==> config.mk <==
export PLATFORM = sky130hd
export DESIGN_NAME = up_counter_7bit_flat
export DESIGN_NICKNAME = d
export VERILOG_FILES = /design/src/rtl/up_counter_7bit_pkg.sv /design/src/rtl/up_counter_7bit_if.sv /design/src/rtl/up_counter_7bit.sv /design/src/flat_wrapper.sv
export SDC_FILE = /design/constraint.sdc
export NUM_CORES = 1
export LEC_CHECK = 0
export BUFFER_PORTS_ARGS = -buffer_cell sky130_fd_sc_hd__clkbuf_2
export CAP_MARGIN = 20
export CORE_MARGIN = 4
export CORE_UTILIZATION = 52
export CTS_CLUSTER_SIZE = 30
export DETAILED_ROUTE_END_ITERATION = 6
export PLACE_DENSITY_LB_ADDON = 0.05
export SKIP_LAST_GASP = 1
export SYNTH_ARGS = -nofsm -noshare
export SYNTH_HDL_FRONTEND = slang
export SYNTH_SLANG_ARGS = --single-unit
==> constraint.sdc <==
create_clock -name clk -period 2.25 [get_ports clk]
set_clock_uncertainty 0.15 [all_clocks]
set_input_delay 0.5625 -clock clk [delete_from_list [all_inputs] [get_ports clk]]
set_output_delay 0.5625 -clock clk [all_outputs]
set_load 0.005 [all_outputs]
==> src/rtl/up_counter_7bit_pkg.sv <==
// Shared types and helpers for the 7-bit up counter.
// Saturation mode is selected with UP_COUNTER_7BIT_SAT_EN.
package up_counter_pkg;

  localparam int DEF_WIDTH = 7;

  typedef enum logic [1:0] {
    IDLE,
    RUN,
    SAT
  } state_t;

  function automatic logic is_terminal(
    input logic [DEF_WIDTH-1:0] q,
    input logic [DEF_WIDTH-1:0] limit
  );
    return q == limit;
  endfunction

endpackage

==> src/rtl/up_counter_7bit_if.sv <==
// Control/status bundle of the 7-bit up counter.
// Master drives controls; slave (the counter) drives status.
interface up_counter_7bit_if #(
  parameter int WIDTH = up_counter_pkg::DEF_WIDTH
);

  logic             en;
  logic             load;
  logic [WIDTH-1:0] d;
  logic [WIDTH-1:0] limit;
  logic [WIDTH-1:0] q;
  logic             tc;
  logic             oor;
  logic             running;

  modport master (
    output en, load, d, limit,
    input  q, tc, oor, running
  );

  modport slave (
    input  en, load, d, limit,
    output q, tc, oor, running
  );

endinterface

==> src/rtl/up_counter_7bit.sv <==
// Loadable up counter with terminal value, tc pulse and sticky oor.
// Define UP_COUNTER_7BIT_SAT_EN to hold at limit instead of wrapping.
module up_counter_7bit
  import up_counter_pkg::*;
#(
  parameter int                WIDTH = DEF_WIDTH,
  parameter logic [WIDTH-1:0]  INIT  = '0
) (
  input  logic               clk,
  input  logic               reset,
  up_counter_7bit_if.slave   bus
);

  state_t           state;
  state_t           state_nxt;
  logic [WIDTH-1:0] q_r;
  logic [WIDTH-1:0] q_nxt;
  logic             tc_r;
  logic             tc_nxt;
  logic             oor_r;
  logic             oor_nxt;
  logic             hit;

  always_ff @(posedge clk or negedge reset) begin
    if (!reset) begin
      state <= IDLE;
      q_r   <= INIT;
      tc_r  <= 1'b0;
      oor_r <= 1'b0;
    end else begin
      state <= state_nxt;
      q_r   <= q_nxt;
      tc_r  <= tc_nxt;
      oor_r <= oor_nxt;
    end
  end

  always_comb begin
    state_nxt = state;
    q_nxt     = q_r;
    tc_nxt    = 1'b0;
    oor_nxt   = oor_r;
    hit       = is_terminal(q_r, bus.limit);
    if (bus.load) begin
      q_nxt     = bus.d;
      oor_nxt   = bus.d > bus.limit;
      state_nxt = RUN;
    end else if (bus.en && state != SAT) begin
      state_nxt = RUN;
      // q above limit never hits, so it rolls over silently
      if (hit) begin
        tc_nxt = 1'b1;
`ifdef UP_COUNTER_7BIT_SAT_EN
        state_nxt = SAT;
`else
        q_nxt = '0;
`endif
      end else begin
        q_nxt = q_r + WIDTH'(1);
      end
    end
  end

  assign bus.q       = q_r;
  assign bus.tc      = tc_r;
  assign bus.oor     = oor_r;
  assign bus.running = (state == RUN);

endmodule

==> src/flat_wrapper.sv <==
// flat-port wrapper written by rule: the top's interface ports become plain ports
module up_counter_7bit_flat import up_counter_pkg::*;
#(
  parameter int                WIDTH = DEF_WIDTH,
  parameter logic [WIDTH-1:0]  INIT  = '0
)
  (clk, reset, bus_en, bus_load, bus_d, bus_limit, bus_q, bus_tc, bus_oor, bus_running);
  up_counter_7bit_if #(.WIDTH(WIDTH)) bus_i ();
  input  logic clk;
  input  logic reset;
  input wire logic [$bits(bus_i.en)-1:0] bus_en;
  input wire logic [$bits(bus_i.load)-1:0] bus_load;
  input wire logic [$bits(bus_i.d)-1:0] bus_d;
  input wire logic [$bits(bus_i.limit)-1:0] bus_limit;
  output wire logic [$bits(bus_i.q)-1:0] bus_q;
  output wire logic [$bits(bus_i.tc)-1:0] bus_tc;
  output wire logic [$bits(bus_i.oor)-1:0] bus_oor;
  output wire logic [$bits(bus_i.running)-1:0] bus_running;
  assign bus_i.en = bus_en;
  assign bus_i.load = bus_load;
  assign bus_i.d = bus_d;
  assign bus_i.limit = bus_limit;
  assign bus_q = bus_i.q;
  assign bus_tc = bus_i.tc;
  assign bus_oor = bus_i.oor;
  assign bus_running = bus_i.running;
  up_counter_7bit #(.WIDTH(WIDTH), .INIT(INIT)) u_core (.clk(clk), .reset(reset), .bus(bus_i));
endmodule
# Word level (Yosys, flattened, before mapping)
# Cells that the tools add are included.
dict set report totals {
  memories 0
  ramBits 0
  reg_bits 11
  word_cells 19
  inputBits 18
  out_inout_bits 10
  latch_bits 0
  rom_bits 0
}
dict set report op_classes {
  n_reduce_logical 2
  n_shift 0
  multipliers 0
  bitwise_logic 0
  n_lt_le_gt_ge 1
  n_div 0
  mux 8
  add_sub_neg 1
  n_eq_ne 3
}
# operator n
set ops {}
lappend ops {{7-bit two-way mux} 3}
lappend ops {{7-bit by 1-bit adder with 7-bit output, second input constant} 1}
lappend ops {{7-bit equality test} 1}
lappend ops {{7-bit > comparator} 1}
lappend ops {{2-bit two-way mux} 2}
lappend ops {{1-bit two-way mux} 3}
lappend ops {{2-bit by 1-bit equality test with 1-bit output, second input constant} 1}
lappend ops {{2-bit != test, second input constant} 1}
lappend ops {{2-bit nonzero test} 1}
lappend ops {{1-bit logical AND} 1}

# Depth between registers and ports, before layout
dict set report logic_depth {
  ltp_word 4
  ltp_mapped 6
}

# Worst setup path before layout
# OpenSTA, ideal clock, no wires.
dict set report synth_timing {
  kind {in2reg}
  start {input port bus_limit[4]}
  end {register u_core.oor_r, in the netlist u_core.bus.oor}
  arrival_ns 1.430
  setup_time_ns 0.129
  stages 6
  path_buffers 0
  required_ns 1.971
  path_slack_ns 0.541
  cell_sequence {inv_1 ha_1 a21o_1 a21o_1 a21boi_0 a31oi_1}
}
dict set report synth_via {
  elab_chain_len 1
}
# item line_no
set synth_rtl {}
lappend synth_rtl {{start: declaration} flat_wrapper.sv:14} ;# input wire logic [$bits(bus_i.limit)-1:0] bus_limit;
lappend synth_rtl {{7-bit > comparator} up_counter_7bit.sv:46} ;# oor_nxt = bus.d > bus.limit;
lappend synth_rtl {{end signal: assignment} up_counter_7bit.sv:34} ;# oor_r <= oor_nxt;
lappend synth_rtl {{end: declaration} up_counter_7bit.sv:20} ;# logic oor_r;
# Every way passes these cells.
# A chain may end at the register's enable or synchronous reset.

# Worst setup path in the final report
dict set report layout_timing {
  start {register u_core.q_r[2], in the netlist u_core.bus.q[2]}
  end {output port bus_q[2]}
}
# item line_no
set layout_rtl {}
lappend layout_rtl {{start: declaration} up_counter_7bit.sv:16} ;# logic [WIDTH-1:0] q_r;
lappend layout_rtl {{start signal: assignment} up_counter_7bit.sv:32} ;# q_r <= q_nxt;
lappend layout_rtl {{end: declaration} flat_wrapper.sv:15} ;# output wire logic [$bits(bus_i.q)-1:0] bus_q;
# No word-level cell between the ends.

==> impl_metrics.toml <==
[cts]
cts.sinks = 10
clk_pin_slew_worst_paths_ps = 70
cts_tree = "done"
clock_path_buffers = 2
hold_buffers = 0
cts_setup_buffers = 0
htreeDepth = 1
cts_inserted_buffers = 3
root_buffer = "clkbuf_4"
clk_latency_ps = 270
ctsResizeCount = 0

[routing]
drtAntennaViolNets = 0
wl_per_cell_microns = 15.09
drc = 0
firstDrtPassIters = 4
routed_wl_microns = 2007
via_per_inst = 6.180
initialDrtViolationCount = 19
via_count = 822

[worst_setup_path]
cpMaxStageDelayCell = "dfrtp_1"
start_kind = "flip-flop"
cp_data_required_time_ps = 1540
r2r-end = "u_core.bus.q[3]$_DFFE_PN0P_"
crit_arrival_ps = 900
reg2reg_slack_ps = 670
rr_startpoint = "u_core.bus.q[0]$_DFFE_PN0P_"
critical_path.top_delay_family = "flip-flops"
worstSetupEndpointType = "output port"
criticalPathCategory = "reg2out"
crit_buf_inv = 1
crit_path_max_incr_delay_ps = 470
path_max_fanout = 7
reg2reg_depth = 4
path_cells = "clkbuf_2"

[grt]
grt_pass1_vias = 739
grt_usage_pct = 20.30
grt_max_degree = 16
antenna_found_initial = 0
grt_first_pass_wirelength_microns = 3167
overflow = 0

[place]
pre_cts_slack_ps = 361.7
dp_hpwl_microns = 1648
io_buffers = 27
place_area_sq_um = 942.2
gp_congestion = 0.8241

[hold_path]
hp-class = "in2async"

[yosys]
synth_area_per_cell_sq_um = 8.913
syn-cell-area_sq_um = 793.3
ys_async_sr_fraction_pct = 100.0
synth.distinct_cells = 29
ys_seq_elements = 10
syn_inst = 89
ys_seq_area_share_pct = 31.55
ys_warn_count = 0
synth-main-ff-cell = "dfrtp_1"
synth_nets = 115
synth_edf_count = 0

[sta]
finalCritPeriodShare_pct = 71.72
worst_pin_slew_ps = 360.2
post-route-min-period_ps = 1614
tns_ps = 0
final-max-slew-violation-count = 0
rsz0062_at_grt = "no"
layout_setup_ws_ps = 636.3
max_freq_ghz = 0.6197
maxSlewHeadroom_pct = 75.94
hold_viol = 0
hold_slack_ps = 5.218
setup_viol = 0

[floorplan]
start_util_pct = 58.06
dieArea_sq_um = 2214
rows = 13
die_x_microns = 47.06
dieHeight_microns = 47.06
core-area_sq_um = 1366
io_pins = 28

[final_layout]
layout.nets = 146
multi_input_area_sq_um = 504.2
final_cell_area_sq_um = 964.7
seq_area_sq_um = 250.2
syn2layout_area_growth_pct = 21.61
fill_cells = 126
fin_util_pct = 70.60
num_antenna_cells = 0
drive_above_1_share_pct = 27.12

[power]
cellLeakagePower_nw = 0.4900
peakVddDrop_mv = 0.3584
powerDensity_nw_per_um2 = 516.4

[run_status]
outcome = "complete, no violations"

[run]
cap_viol_max_count = 0
per-layer routing:
| metal | GRT usage, % | part of all wire, % | vias up |
|---|---|---|---|
| met4 | 7.182 | 1.8 | 0 |
| met3 | 2.682 | 6.4 | 7 |
| li1 | - | - | 398 |
| met1 | 27.29 | 44 | 389 |
| met2 | 33.33 | 48 | 28 |
| met5 | 0 | 0 | - |
per-stage QoR:
step / instances / power [mW]
final: 133 / 0.4982
after global routing: 133 / 0.5266
after CTS: 133 / 0.4989
after detailed placement: 130 / 0.3780
after global placement: 130 / 0.3710
after floorplan: 89 / 0.3113
cells in the final DEF (no fill, tap or decap):
| cell | count |
|---|---|
| nor3_1 | 3 |
| nor2_1 | 1 |
| nor2b_1 | 2 |
| nand2b_1 | 1 |
| o21ai_0 | 8 |
| o21a_1 | 1 |
| nand3_1 | 6 |
| nand2_1 | 4 |
| and4_1 | 1 |
| nand3_2 | 1 |
| and3_1 | 1 |
| a31oi_1 | 1 |
| o22ai_1 | 2 |
| a21o_1 | 2 |
| o211a_1 | 2 |
| nor3b_1 | 3 |
| nor4_1 | 2 |
| a22oi_1 | 6 |
| dfrtp_1 | 10 |
| clkbuf_4 | 3 |
| nand4_2 | 1 |
| inv_1 | 9 |
| ha_1 | 8 |
| o21ai_1 | 1 |
| xnor2_1 | 7 |
| or3_1 | 1 |
| a21boi_0 | 1 |
| a21oi_1 | 1 |
| clkbuf_2 | 27 |
| o2111ai_1 | 2 |
worst register-to-register path, delay by kind of cell, from the launching register on:
family | cells | cell delay (ps)
simple gates | 2 | 360
compound gates | 1 | 270
flops | 1 | 460
xor+xnor | 1 | 210
registers in the layout (all words and copies together), names as in the netlist:
register / flops
u_core.bus.oor: 1
u_core.bus.tc: 1
u_core.state: 1
u_core.bus.q: 7
synthesized netlist by cell type, drive strengths merged, types with 2 or more instances:
cell	n	area, sq um
a21o	2	15.01
a22oi	6	45.04
dfrtp	10	250.2
ha	8	100.1
inv	9	33.78
nand2	4	15.01
nand3	7	40.04
nor2b	2	12.51
nor3	3	15.01
nor3b	3	22.52
nor4	2	12.51
o2111ai	2	17.52
o211a	2	20.02
o21ai	9	45.04
o22ai	2	12.51
xnor2	7	61.31
cell type report:
type | count | share of cell area [%]
clock buffer | 3 | 2.335
tap | 15 | 1.946
multi-input combinational | 69 | 52.27
timing repair buffer | 27 | 14.01
sequential | 10 | 25.94
inverter | 9 | 3.502
worst max path at each step:
stage	from	to	slack (ps)	cells past startpoint
floorplan	bus_limit[4]	u_core.bus.oor$_DFFE_PN0P_	540	6
global placement	bus_limit[4]	u_core.bus.oor$_DFFE_PN0P_	400	7
detailed placement	bus_limit[4]	u_core.bus.oor$_DFFE_PN0P_	360	7
CTS	bus_limit[4]	u_core.bus.oor$_DFFE_PN0P_	640	7
global route	u_core.bus.q[0]$_DFFE_PN0P_	u_core.bus.q[6]$_DFFE_PN0P_	500	5
finish	u_core.bus.q[2]$_DFFE_PN0P_	bus_q[2]	640	1
cells by family (layout without fill, tap and decap cells):
group,count (synthesis),in the layout,share of synthesized area (%)
buffers and inverters,10,39,4.889
adder cells (fa/ha/maj),8,8,12.62
XOR/XNOR,7,7,7.729
AND/OR/NAND/NOR,27,27,20.35
AO/OA/AOI/OAI,27,27,22.87
flip-flops,10,10,31.55
where the power goes:
group | switching, mW | total [mW] | internal, mW
Sequential | 0.0292 | 0.226 | 0.197
Clock | 0.0616 | 0.123 | 0.0618
Combinational | 0.0784 | 0.149 | 0.0703
Total | 0.169 | 0.498 | 0.329
Note: power is estimated with default switching activity, not from simulation.
